<file path="config.mk">
export PLATFORM = sky130hd
export DESIGN_NAME = tick_sequencer_flat
export DESIGN_NICKNAME = d
export VERILOG_FILES = /design/src/rtl/tick_seq_pkg.sv /design/src/rtl/tick_sequencer_if.sv /design/src/rtl/tick_prescaler.sv /design/src/rtl/tick_sequencer.sv /design/src/flat_wrapper.sv
export SDC_FILE = /design/constraint.sdc
export NUM_CORES = 1
export LEC_CHECK = 0
export CAP_MARGIN = 40
export CORE_ASPECT_RATIO = 1.1
export CORE_UTILIZATION = 40
export CTS_CLUSTER_DIAMETER = 40
export CTS_CLUSTER_SIZE = 40
export DETAILED_ROUTE_END_ITERATION = 12
export GPL_ROUTABILITY_DRIVEN = 0
export PLACE_DENSITY = 0.58
export SYNTH_ARGS = -nofsm -noshare
export SYNTH_HDL_FRONTEND = slang
export SYNTH_HIERARCHICAL = 1
export SYNTH_SLANG_ARGS = --single-unit
export TNS_END_PERCENT = 100
</file>
<file path="constraint.sdc">
create_clock -name clk -period 5.4 [get_ports clk]
set_input_delay 0.81 -clock clk [delete_from_list [all_inputs] [get_ports clk]]
set_output_delay 0.81 -clock clk [all_outputs]
set_load 0.01 [all_outputs]
</file>
<file path="src/rtl/tick_seq_pkg.sv">
// Shared state encoding and sizing helper for the tick sequencer and its prescaler.
package tick_seq_pkg;

  typedef enum logic [1:0] {
    S_IDLE = 2'd0,
    S_RUN  = 2'd1,
    S_DONE = 2'd2
  } state_e;

  // $clog2 with a floor of 1 so DIV=1 or DIV=2 still gets a real register bit.
  function automatic int unsigned clog2_min1(input int unsigned n);
    return (n <= 32'd2) ? 32'd1 : int'($clog2(n));
  endfunction

endpackage

</file>
<file path="src/rtl/tick_sequencer_if.sv">
// Control/status bundle between a test harness (master) and the tick sequencer (slave).
interface tick_sequencer_if #(
  parameter int unsigned WIDTH = 32
) ();

  logic             start;
  logic             halt;
  logic             tick;
  logic [WIDTH-1:0] count;
  logic             busy;
  logic             done;

  modport master (
    output start,
    output halt,
    input  tick,
    input  count,
    input  busy,
    input  done
  );

  modport slave (
    input  start,
    input  halt,
    output tick,
    output count,
    output busy,
    output done
  );

endinterface

</file>
<file path="src/rtl/tick_prescaler.sv">
// Modulo-DIV counter; wrap strobes combinationally in the cycle the counter sits at DIV-1.
module tick_prescaler
  import tick_seq_pkg::*;
#(
  parameter int unsigned DIV = 4
) (
  input  logic clk,
  input  logic rst_n,
  input  logic clear,
  input  logic enable,
  output logic wrap
);

  localparam int unsigned PW = clog2_min1(DIV);
  localparam logic [PW-1:0] Last = PW'(DIV - 1);

  logic [PW-1:0] cnt_q, cnt_d;
  logic          at_last;

  assign at_last = (cnt_q == Last);
  assign wrap    = enable && at_last;

  always_comb begin
    cnt_d = cnt_q;
    if (clear) begin
      cnt_d = '0;
    end else if (enable) begin
      cnt_d = at_last ? '0 : cnt_q + PW'(1);
    end
  end

  always_ff @(posedge clk or negedge rst_n) begin
    if (!rst_n) begin
      cnt_q <= '0;
    end else begin
      cnt_q <= cnt_d;
    end
  end

endmodule

</file>
<file path="src/rtl/tick_sequencer.sv">
// Prescaled single-cycle tick generator with a bounded, restartable tick count.
module tick_sequencer
  import tick_seq_pkg::*;
#(
  parameter int unsigned DIV   = 4,
  parameter int unsigned WIDTH = 32,
  parameter int unsigned LIMIT = 4
) (
  input logic              clk,
  input logic              rst_n,
  tick_sequencer_if.slave  bus
);

  localparam bit               Bounded = (LIMIT != 0);
  localparam logic [WIDTH-1:0] LimitW  = WIDTH'(LIMIT);

  state_e           state_q, state_d;
  logic             tick_q, tick_d;
  logic [WIDTH-1:0] count_q, count_d;
  logic             busy_q, busy_d;
  logic             done_q, done_d;
  logic [WIDTH-1:0] count_inc;
  logic             pre_clear, pre_en, pre_wrap;

  // Prescaler rests at zero outside RUN, so every run starts on a fresh phase.
  // A same-edge halt freezes it, which also suppresses that edge's tick.
  assign pre_clear = (state_q != S_RUN);
  assign pre_en    = (state_q == S_RUN) && !bus.halt;

  tick_prescaler #(
    .DIV (DIV)
  ) u_prescaler (
    .clk    (clk),
    .rst_n  (rst_n),
    .clear  (pre_clear),
    .enable (pre_en),
    .wrap   (pre_wrap)
  );

  assign count_inc = count_q + WIDTH'(1);

  always_comb begin
    state_d = state_q;
    tick_d  = 1'b0;
    count_d = count_q;
    busy_d  = busy_q;
    done_d  = 1'b0;
    unique case (state_q)
      S_IDLE: begin
        if (bus.start && !bus.halt) begin
          state_d = S_RUN;
          count_d = '0;
          busy_d  = 1'b1;
        end
      end
      S_RUN: begin
        if (bus.halt) begin
          state_d = S_IDLE;
          busy_d  = 1'b0;
        end else if (pre_wrap) begin
          tick_d  = 1'b1;
          count_d = count_inc;
          if (Bounded && (count_inc == LimitW)) begin
            done_d  = 1'b1;
            busy_d  = 1'b0;
            state_d = S_DONE;
          end
        end
      end
      S_DONE: begin
        state_d = S_IDLE;
      end
      default: begin
        state_d = S_IDLE;
        busy_d  = 1'b0;
      end
    endcase
  end

  always_ff @(posedge clk or negedge rst_n) begin
    if (!rst_n) begin
      state_q <= S_IDLE;
      tick_q  <= 1'b0;
      count_q <= '0;
      busy_q  <= 1'b0;
      done_q  <= 1'b0;
    end else begin
      state_q <= state_d;
      tick_q  <= tick_d;
      count_q <= count_d;
      busy_q  <= busy_d;
      done_q  <= done_d;
    end
  end

  assign bus.tick  = tick_q;
  assign bus.count = count_q;
  assign bus.busy  = busy_q;
  assign bus.done  = done_q;

endmodule
</file>
<file path="src/flat_wrapper.sv">
// flat-port wrapper written by rule: the top's interface ports become plain ports
module tick_sequencer_flat import tick_seq_pkg::*;
#(
  parameter int unsigned DIV   = 4,
  parameter int unsigned WIDTH = 32,
  parameter int unsigned LIMIT = 4
)
  (clk, rst_n, bus_start, bus_halt, bus_tick, bus_count, bus_busy, bus_done);
  tick_sequencer_if #(.WIDTH(WIDTH)) bus_i ();
  input logic clk;
  input logic rst_n;
  input wire logic [$bits(bus_i.start)-1:0] bus_start;
  input wire logic [$bits(bus_i.halt)-1:0] bus_halt;
  output wire logic [$bits(bus_i.tick)-1:0] bus_tick;
  output wire logic [$bits(bus_i.count)-1:0] bus_count;
  output wire logic [$bits(bus_i.busy)-1:0] bus_busy;
  output wire logic [$bits(bus_i.done)-1:0] bus_done;
  assign bus_i.start = bus_start;
  assign bus_i.halt = bus_halt;
  assign bus_tick = bus_i.tick;
  assign bus_count = bus_i.count;
  assign bus_busy = bus_i.busy;
  assign bus_done = bus_i.done;
  tick_sequencer #(.DIV(DIV), .WIDTH(WIDTH), .LIMIT(LIMIT)) u_core (.clk(clk), .rst_n(rst_n), .bus(bus_i));
endmodule
</file>
==> impl_metrics.ini <==
[synth]
synth-simple-area-share = 0.3103
ys_warn_count = 6
yosysTopAreaCell = dfrtp_1
ys_ff_latch = 39
netlist_instances = 314
synth_area_leaders = dfrtp_1 (37%), o21ai_0 (8.6%), nand2_1 (4.5%), nor2_1 (4.5%), nand4_1 (3.1%)
yosys.area.top_type_share = 0.3746
ys.flop_type = dfrtp_1
postSynth.asyncResetShare = 1.000
syn_nets = 321
seq_area_frac_synth = 0.3746
synth_top_family_by_area = simple AND/OR/NAND/NOR gates
synth.cell_area_um2 = 2605
synth-xor-area-share = 0.02690
synth-compound-area-share = 0.2185
synth_cell_type_count = 53
yosysMostFrequentCell = o21ai_0
synth_edf_count = 0
avgSynthCellArea_um2 = 8.296
synthMuxAreaShare = 0.008165
synthTopCellsByCount = o21ai_0 (45), dfrtp_1 (39), nand2_1 (31), nor2_1 (31), clkbuf_1 (18)
synth_adder_area_share = 0.01441

[pwr]
total_power_uw = 527.0
p_leak_nw = 1.282
p_per_area_nw_per_um2 = 168.8
irDropWorstVdd_mv = 0.07445

[timing]
max_clock_freq_mhz = 294.8
hold_viol = 0
period_needed_ps = 3393
setup_viol = 0
rsz0062_at_grt = false
worstMarginPinSlew_ps = 731.8
maxSlewViolCount = 0
setup_tns_ps = 0
fin_crit_sh = 0.6283
slew_headroom = 0.5116
fin_skew_ps = 7.049

[floorplan]
start_util = 0.4181
die_h_um = 86.64
top_level_ports = 39
die_w_um = 78.95
die_area_um2 = 6840
num_rows = 30
core_area_um2 = 6231

[clocking]
cts_num_sinks = 39
htreeDepth = 2
worstSkewPairLatency_ps = 290
cts_made_buffers = 5
cts_tree = done
clk_path_buf_depth = 2
cts_root_buf = clkbuf_8
post_cts_resized = 0
clk_pin_slew_ps = 70
postCtsSetupBuffers = 0
cts_hold_buf = 0

[worst_hold_path]
hp-class = primary input to async pin

[critical_path]
path_class = primary input to flop
cp.arrival_ps = 3540
worstPathRequired_ps = 5550
reg2reg_depth = 7
cp-end-kind = flop
cp_slowest_cell = or4b_1
worst_path_largest_cell_delay_ps = 480
cp_max_fo = 7
startpoint_type = primary input
path_cells = clkdlybuf4s50_1, nor2_1, and2_1, and2_1, nand2_1, nor4_1, nand3_1, nor4_1, or4b_1, nor4_2, o22ai_1

[global_route]
grt_max_degree = 42
grtUsageTotal = 0.2128
gr-total-overflow = 0
grt_pass1_vias = 2148
grt_first_pass_wirelength_um = 11340
antenna_found_initial = 0

[final_layout]
syn_to_final_growth_pct = 19.88
nets = 346
antenna_cells = 0
n_fill_cell = 631
drive_gt1_frac = 0.08260
multi_input_area_um2 = 1506
seq_area_um2 = 975.9

[outcome]
status = complete, no violations

[drt]
drc_errors = 0
wl_um = 6798
drt_iter0_markers = 173
vias = 2454
wl_per_cell_um = 16.22
viasPerCell = 5.857
drtPass1Iterations = 4
antenna_left = 0

[placed_design]
dp_hpwl_um = 4671
numPortBuffers = 38

[flow_run]
max-cap-violations = 0
[area by class of cell]
class / instances / area share
clock buffer: 6 / 0.02644
inverter: 4 / 0.004808
timing repair buffer: 41 / 0.1402
clock inverter: 1 / 0.001603
tap: 80 / 0.03205
sequential: 39 / 0.3125
multi-input combinational: 248 / 0.4824
[worst max-delay path: cells and delay by family]
| family | cells | cell delay [ps] |
|---|---|---|
| AND/OR/NAND/NOR | 9 | 2210 |
| buffers and inverters | 1 | 400 |
| AO/OA/AOI/OAI | 1 | 120 |
[power breakdown]
part | leakage [nW] | switching [mW] | internal (mW)
registers | 0.540 | 0.00197 | 0.294
clock network | 0.0470 | 0.105 | 0.100
logic | 0.695 | 0.0149 | 0.0108
[layer usage]
metal	global-route usage	vias to the layer above	routed length, µm
met4	0.05455	0	40
met5	0	-	0
met3	0.03474	4	289
met1	0.3112	1168	3337
met2	0.3257	62	3130
li1	-	1220	-
[through the flow]
stage            util  setup WS (ps)  cells  instance area [µm²]  hold WS, ps
2_1_floorplan       -           2451    314                 2605        490.3
3_3_place_gp   0.4783           1830    410                 2980        514.9
3_5_place_dp   0.4871           1694    412                 3035        527.9
4_1_cts        0.5012           1991    419                 3123        484.2
5_1_grt        0.5012           1699    419                 3123        497.8
6_report       0.5012           2007    419                 3123        471.2
[layout by cell type (no fill, tap or decap), drive strengths merged, types with 8 or more instances in the layout]
cell type and n:
a21oi 12, and3 8, clkdlybuf4s50 37, dfrtp 39
nand2 31, nand3 14, nand4 16, nor2 31
nor3 12, nor4 10, o21ai 45
[path summary, 6_finish.rpt]
check                               startpoint  slack (ps)                           to
max                                   bus_halt        2010              u_core/bus.busy
min                                      rst_n         470  u_core/u_prescaler/cnt_q[0]
max reg2reg                u_core/bus.count[2]        2420              u_core/bus.busy
max in group asynchronous                rst_n        4460         u_core/bus.count[13]
min reg2reg                  u_core/state_q[0]         540            u_core/state_q[0]
min in group clk             u_core/state_q[0]         540            u_core/state_q[0]
[state kept, by name, indices dropped and copies added, names as in the netlist]
name	cells
u_core/bus.done	1
u_core/u_prescaler/cnt_q	2
u_core/bus.tick	1
u_core/state_q	2
u_core/bus.busy	1
u_core/bus.count	32
[logic make-up after synthesis]
family	after synthesis
AO/OA/AOI/OAI	93
XOR/XNOR	8
adder cells (fa/ha/maj)	3
buffers and inverters	27
flip-flops	39
multiplexers	2
AND/OR/NAND/NOR	142
Note: power is estimated with default switching activity, not from simulation.
